--- config.mk ---
export PLATFORM = sky130hd
export DESIGN_NAME = wb_port_arbiter_flat
export DESIGN_NICKNAME = d
export VERILOG_FILES = /design/src/rtl/wb_port_arbiter_if.sv /design/src/rtl/wb_port_arbiter.sv /design/src/flat_wrapper.sv
export SDC_FILE = /design/constraint.sdc
export NUM_CORES = 1
export LEC_CHECK = 0
export BUFFER_PORTS_ARGS = -buffer_cell sky130_fd_sc_hd__buf_2
export CORE_MARGIN = 2
export CORE_UTILIZATION = 30
export CTS_CLUSTER_DIAMETER = 80
export DETAILED_ROUTE_END_ITERATION = 12
export PLACE_DENSITY_LB_ADDON = 0.15
export SETUP_SLACK_MARGIN = 0.4
export SLEW_MARGIN = 10
export SYNTH_ARGS = -nofsm -noshare
export SYNTH_HDL_FRONTEND = slang
export SYNTH_SLANG_ARGS = --single-unit
--- constraint.sdc ---
create_clock -name risc_clk -period 1.4 [get_ports risc_clk]
set_input_delay 0.14 -clock risc_clk [delete_from_list [all_inputs] [get_ports risc_clk]]
set_output_delay 0.14 -clock risc_clk [all_outputs]
set_load 0.02 [all_outputs]
--- src/rtl/wb_port_arbiter_if.sv ---
// Write-back bus between the execute/memory stages and the GPR write port:
// ALU, LSU and MDU sources plus the registered register-file write outputs.
interface wb_port_arbiter_if #(
  parameter int XLEN   = 32,
  parameter int REG_AW = 5
);
  logic              alu_wr_en;
  logic [REG_AW-1:0] alu_rd;
  logic [XLEN-1:0]   alu_data;
  logic              lsu_valid;
  logic              lsu_ready;
  logic [REG_AW-1:0] lsu_rd;
  logic [XLEN-1:0]   lsu_data;
  logic              mdu_valid;
  logic              mdu_ready;
  logic [REG_AW-1:0] mdu_rd;
  logic [XLEN-1:0]   mdu_data;
  logic              alu_stall;
  logic              gpr_wr_en;
  logic [REG_AW-1:0] gpr_wr_addr;
  logic [XLEN-1:0]   gpr_wr_data;
  logic              wb_err;

  modport slave (
    input  alu_wr_en, alu_rd, alu_data,
    input  lsu_valid, lsu_rd, lsu_data,
    input  mdu_valid, mdu_rd, mdu_data,
    output lsu_ready, mdu_ready, alu_stall,
    output gpr_wr_en, gpr_wr_addr, gpr_wr_data, wb_err
  );

  modport master (
    output alu_wr_en, alu_rd, alu_data,
    output lsu_valid, lsu_rd, lsu_data,
    output mdu_valid, mdu_rd, mdu_data,
    input  lsu_ready, mdu_ready, alu_stall,
    input  gpr_wr_en, gpr_wr_addr, gpr_wr_data, wb_err
  );
endinterface

--- src/rtl/wb_port_arbiter.sv ---
// GPR write-port arbiter: ALU has fixed priority, LSU/MDU share the rest
// round-robin, and a starvation counter forces a one-cycle ALU stall.
module wb_port_arbiter #(
  parameter int XLEN         = 32,
  parameter int REG_AW       = 5,
  parameter int STARVE_LIMIT = 4,
  parameter int CNT_W        = 3
) (
  input logic               risc_clk,
  input logic               risc_rst,
  wb_port_arbiter_if.slave  bus
);

  typedef enum logic {RUN, STALL} state_t;
  typedef enum logic {SRC_LSU, SRC_MDU} src_t;

  state_t           state;
  src_t             last_grant;
  logic [CNT_W-1:0] starve_cnt;

  logic alu_fire;
  logic lsu_grant;
  logic mdu_grant;
  logic lsu_fire;
  logic mdu_fire;
  logic waiting;
  logic starve;

  always_comb begin
    alu_fire  = bus.alu_wr_en && !bus.alu_stall;
    lsu_grant = bus.lsu_valid && (!bus.mdu_valid || last_grant == SRC_MDU);
    mdu_grant = bus.mdu_valid && (!bus.lsu_valid || last_grant == SRC_LSU);
    lsu_fire  = !risc_rst && !alu_fire && lsu_grant;
    mdu_fire  = !risc_rst && !alu_fire && mdu_grant;
    waiting   = (bus.lsu_valid && !lsu_fire) || (bus.mdu_valid && !mdu_fire);
    // Only RUN can trigger a stall, so stalls never occur back to back.
    starve    = (state == RUN) && waiting && !lsu_fire && !mdu_fire &&
                (starve_cnt == CNT_W'(STARVE_LIMIT - 1));
  end

  assign bus.lsu_ready = lsu_fire;
  assign bus.mdu_ready = mdu_fire;

  always_ff @(posedge risc_clk) begin
    if (risc_rst) begin
      state           <= RUN;
      last_grant      <= SRC_MDU;
      starve_cnt      <= '0;
      bus.alu_stall   <= 1'b0;
      bus.gpr_wr_en   <= 1'b0;
      bus.gpr_wr_addr <= '0;
      bus.gpr_wr_data <= '0;
      bus.wb_err      <= 1'b0;
    end else begin
      if (alu_fire) begin
        bus.gpr_wr_addr <= bus.alu_rd;
        bus.gpr_wr_data <= bus.alu_data;
        bus.gpr_wr_en   <= (bus.alu_rd != '0);
      end else if (lsu_fire) begin
        bus.gpr_wr_addr <= bus.lsu_rd;
        bus.gpr_wr_data <= bus.lsu_data;
        bus.gpr_wr_en   <= (bus.lsu_rd != '0);
      end else if (mdu_fire) begin
        bus.gpr_wr_addr <= bus.mdu_rd;
        bus.gpr_wr_data <= bus.mdu_data;
        bus.gpr_wr_en   <= (bus.mdu_rd != '0);
      end else begin
        bus.gpr_wr_en <= 1'b0;
      end

      if (lsu_fire)      last_grant <= SRC_LSU;
      else if (mdu_fire) last_grant <= SRC_MDU;

      if (lsu_fire || mdu_fire || !waiting || starve) starve_cnt <= '0;
      else                                            starve_cnt <= starve_cnt + 1'b1;

      if (bus.alu_wr_en && bus.alu_stall) bus.wb_err <= 1'b1;

      case (state)
        RUN: begin
          if (starve) begin
            state         <= STALL;
            bus.alu_stall <= 1'b1;
          end
        end
        STALL: begin
          state         <= RUN;
          bus.alu_stall <= 1'b0;
        end
        default: begin
          state         <= RUN;
          bus.alu_stall <= 1'b0;
        end
      endcase
    end
  end

endmodule

--- src/flat_wrapper.sv ---
// flat-port wrapper written by rule: the top's interface ports become plain ports
module wb_port_arbiter_flat 
#(
  parameter int XLEN         = 32,
  parameter int REG_AW       = 5,
  parameter int STARVE_LIMIT = 4,
  parameter int CNT_W        = 3
)
  (risc_clk, risc_rst, bus_alu_wr_en, bus_alu_rd, bus_alu_data, bus_lsu_valid, bus_lsu_rd, bus_lsu_data, bus_mdu_valid, bus_mdu_rd, bus_mdu_data, bus_lsu_ready, bus_mdu_ready, bus_alu_stall, bus_gpr_wr_en, bus_gpr_wr_addr, bus_gpr_wr_data, bus_wb_err);
  wb_port_arbiter_if #(.XLEN(XLEN), .REG_AW(REG_AW)) bus_i ();
  input logic risc_clk;
  input logic risc_rst;
  input wire logic [$bits(bus_i.alu_wr_en)-1:0] bus_alu_wr_en;
  input wire logic [$bits(bus_i.alu_rd)-1:0] bus_alu_rd;
  input wire logic [$bits(bus_i.alu_data)-1:0] bus_alu_data;
  input wire logic [$bits(bus_i.lsu_valid)-1:0] bus_lsu_valid;
  input wire logic [$bits(bus_i.lsu_rd)-1:0] bus_lsu_rd;
  input wire logic [$bits(bus_i.lsu_data)-1:0] bus_lsu_data;
  input wire logic [$bits(bus_i.mdu_valid)-1:0] bus_mdu_valid;
  input wire logic [$bits(bus_i.mdu_rd)-1:0] bus_mdu_rd;
  input wire logic [$bits(bus_i.mdu_data)-1:0] bus_mdu_data;
  output wire logic [$bits(bus_i.lsu_ready)-1:0] bus_lsu_ready;
  output wire logic [$bits(bus_i.mdu_ready)-1:0] bus_mdu_ready;
  output wire logic [$bits(bus_i.alu_stall)-1:0] bus_alu_stall;
  output wire logic [$bits(bus_i.gpr_wr_en)-1:0] bus_gpr_wr_en;
  output wire logic [$bits(bus_i.gpr_wr_addr)-1:0] bus_gpr_wr_addr;
  output wire logic [$bits(bus_i.gpr_wr_data)-1:0] bus_gpr_wr_data;
  output wire logic [$bits(bus_i.wb_err)-1:0] bus_wb_err;
  assign bus_i.alu_wr_en = bus_alu_wr_en;
  assign bus_i.alu_rd = bus_alu_rd;
  assign bus_i.alu_data = bus_alu_data;
  assign bus_i.lsu_valid = bus_lsu_valid;
  assign bus_i.lsu_rd = bus_lsu_rd;
  assign bus_i.lsu_data = bus_lsu_data;
  assign bus_i.mdu_valid = bus_mdu_valid;
  assign bus_i.mdu_rd = bus_mdu_rd;
  assign bus_i.mdu_data = bus_mdu_data;
  assign bus_lsu_ready = bus_i.lsu_ready;
  assign bus_mdu_ready = bus_i.mdu_ready;
  assign bus_alu_stall = bus_i.alu_stall;
  assign bus_gpr_wr_en = bus_i.gpr_wr_en;
  assign bus_gpr_wr_addr = bus_i.gpr_wr_addr;
  assign bus_gpr_wr_data = bus_i.gpr_wr_data;
  assign bus_wb_err = bus_i.wb_err;
  wb_port_arbiter #(.XLEN(XLEN), .REG_AW(REG_AW), .STARVE_LIMIT(STARVE_LIMIT), .CNT_W(CNT_W)) u_core (.risc_clk(risc_clk), .risc_rst(risc_rst), .bus(bus_i));
endmodule
==> metrics.md <==
| Metric | Value |
|---|---|
| Post-Route WL | `7040 µm` |
| First-pass GRT wire length | `around 10000 µm` |
| Setup violators final | `40` |
| Unique masters post-synth | `30` |
| WL/cell | `~15 µm` |
| Failing checks | `negative setup slack` |
| Post-Layout Cell Count | `465` |
| Hold Slack | `0.0713 ns` |
| Starting density of the core | `30.8%` |
| Gr ovfl total | `0` |
| RSZ-0062 raised after global routing | `true` |
| Async SR Flop Fraction | `0%` |
| Mapped Nets | `326` |
| Max-Slew Margin vs Limit | `78.0%` |
| Mapped cell area | `2070 µm²` |
| Yosys top cell area share | `between 40% and 50%` |
| CTS tree | `yes` |
| Antenna Cells | `0` |
| Yosys warns | `0` |
| Routed Antenna Nets | `0` |
| Total power | `2.97 mW` |
| CP Capture Type | `primary output` |
| Main synth FF type | `dfxtp_1` |
| Vias in the first global route | `2244` |
| GR Util All Layers | `17.3%` |
| Period utilization | `105%` |
| Sequential-to-total area share from yosys stat | `43.6%` |
| Syn Inst Count | `208` |
| Synth Area in XOR/XNOR | `0%` |
| Min cycle time layout | `between 1 and 1.5 ns` |
| Max Cap Viol | `0` |
| Worst-path fanout max | `5` |
| Final hold viol count | `0` |
| Via density | `4.94` |
| Largest net degree at the start of global routing | `22` |
| Startpoint types | `flop` |
| Nets | `502` |
| Via Count | `2299` |
| Skew final | `around 0.0046 ns` |
| Initial antenna violation count | `0` |
| I/O Buffers | `between 150 and 200` |
| Compound-Gate Fraction of Synth Area | `~25%` |
| Routability Congestion | `0.723` |
| PD cells | `851 nW/µm²` |
| Worst Path Arrival | `1.33 ns` |
| H-tree levels | `2` |
| Synth area leaders | `dfxtp_1, mux2i_1, a22oi_1` |
| Clk slew on worst S/H paths | `approximately 0.090 ns` |
| Die Ht | `87.0 µm` |
| VDD IR max | `360 µV` |
| Outcome | `finished, violations left` |
| Row count | `30` |
| Die ar. | `7570 µm²` |
| Chip width | `87.0 µm` |
| FF-to-FF path depth | `8` |
| Root Buffer | `clkbuf_8` |
| First drt pass iteration count | `4` |
| Utilization after layout | `52.0%` |
| Flops & latches, synth | `45` |
| Data required, critical path | `about 1.3 ns` |
| Slew Viols, Final | `0` |
| Worst setup path class | `flop to primary output` |
| Io pins | `158` |
| Leak pwr | `1.56 nW` |
| CTS buffer count | `5` |
| Bufs on Longest Clock Path | `2` |
| Area grow syn2layout | `69.0%` |
| Reg-to-reg setup timing slack | `-0.05 ns` |
| Final setup margin | `-0.0700 ns` |
| Core Footprint | `6720 µm²` |
| Slew @ Worst Pin | `0.327 ns` |
| DRT iter0 DRCs | `74` |
| Worst hold path type | `input port to flop` |
| Synth Area per Inst | `9.94 µm²` |
| Mux share of post-synthesis cell area | `17.9%` |
| Placed Cells | `446` |
| EDFF count, synth | `0` |
| Max Fclk | `680 MHz` |
| Worst-Skew Late Latency | `around 0.30 ns` |
| Synth Area in Simple Gates | `7.74%` |
| Detailed Place HPWL | `4900 µm` |
| Hold depth | `3` |
| Fraction of layout cells with a size suffix above 1 | `58.7%` |
| DRC | `0` |
| Post-synthesis adder-cell area fraction | `1.21%` |
| Post-synth top area cell | `dfxtp_1` |
| # fillers | `approximately 640` |
| Clock Sink Count | `45` |
| Main combinational cell family by area after synthesis | `compound AO/OA/AOI/OAI gates` |
worst paths after layout:
kind	from	end
setup reg to reg	u_core.bus.alu_stall	u_core.bus.gpr_wr_data[3]
hold reg to reg	u_core.state	u_core.bus.alu_stall
setup / recovery	u_core.bus.alu_stall	bus_lsu_ready
hold / removal	bus_alu_data[26]	u_core.bus.gpr_wr_data[26]
synth_stat cells, types with 2 or more instances:
| cell type | count |
|---|---|
| mux2i_1 | 37 |
| a22oi_1 | 37 |
| nand2b_1 | 2 |
| buf_6 | 2 |
| nor2_1 | 7 |
| nand2_1 | 3 |
| clkbuf_1 | 6 |
| dfxtp_1 | 45 |
| buf_2 | 6 |
| o21ai_1 | 38 |
| inv_1 | 3 |
| ha_1 | 2 |
| buf_4 | 2 |
| or4_1 | 2 |
through the flow:
stage / worst slack, ns / setup TNS (ns) / instance area (µm²)
2_1_floorplan: -0.0589 / -0.632 / 2080
3_3_place_gp: -0.0273 / -0.250 / 3050
3_5_place_dp: -0.0436 / -0.493 / 3050
4_1_cts: -0.0650 / -1.23 / 3270
5_1_grt: -0.141 / -4.20 / 3500
6_report: -0.0700 / -1.14 / 3500
timing repair:
action	CTS	global route
resized for setup	20	36
setup buffers	4	4
pin swaps	13	9
hold endpoints to repair	0	0
setup endpoints to repair	47	48
gates cloned	1	2
hold buffers	0	0
critical path: stages (launching register included):
cell and delay, ns:
dfxtp_4 0.36, nor2b_4 0.04, nor4b_4 0.31, buf_6 0.19, buf_6 0.12
power breakdown:
part	internal (mW)	switching (mW)
combinational	0.382	0.382
sequential	1.37	0.0496
clock	0.347	0.446
per-layer routing:
layer	share of wire (%)	up-vias	global-route usage, %
met2	50	98	30.3
li1	-	1140	-
met1	41	1054	21.4
met4	1.2	0	4.40
met5	0	-	0
met3	7.4	7	3.98
state kept, by name, indices dropped and copies added (netlist names):
| name | count |
|---|---|
| u_core.bus.alu_stall | 1 |
| u_core.bus.gpr_wr_addr | 5 |
| u_core.bus.gpr_wr_data | 32 |
| u_core.bus.gpr_wr_en | 1 |
| u_core.bus.wb_err | 1 |
| u_core.last_grant | 1 |
| u_core.starve_cnt | 3 |
| u_core.state | 1 |
cells by family (layout without fill, tap and decap cells):
family | after synthesis | after routing
mux | 37 | 37
flops | 45 | 45
fa+ha+maj | 2 | 2
buf+inv | 19 | 196
compound gates | 81 | 81
simple gates | 24 | 24
placed cells by master (no fill, tap or decap), types with 3 or more instances in the layout:
cell type,synthesis,routed
mux2i_1,37,33
mux2i_2,0,4
nand2_1,3,3
nor2_2,0,3
buf_2,6,151
a22oi_2,0,11
nor2_1,7,3
o21ai_1,38,37
dfxtp_1,45,41
inv_1,3,3
buf_6,2,11
clkbuf_8,0,5
a22oi_1,37,26
buf_12,0,5
buf_4,2,14
area by class of cell:
cell class | instances | area [µm²] | area share [%]
flip-flops and latches | 45 | 911 | 26.1
multi-input cells | 144 | 1210 | 34.7
repair buffers | 185 | 1180 | 33.7
clock inverters | 2 | 10.0 | 0.286
well taps | 80 | 100 | 2.86
inverters | 3 | 11.3 | 0.322
clock buffers | 6 | 72.6 | 2.08
No activity file was read; power rests on OpenSTA's default activity.
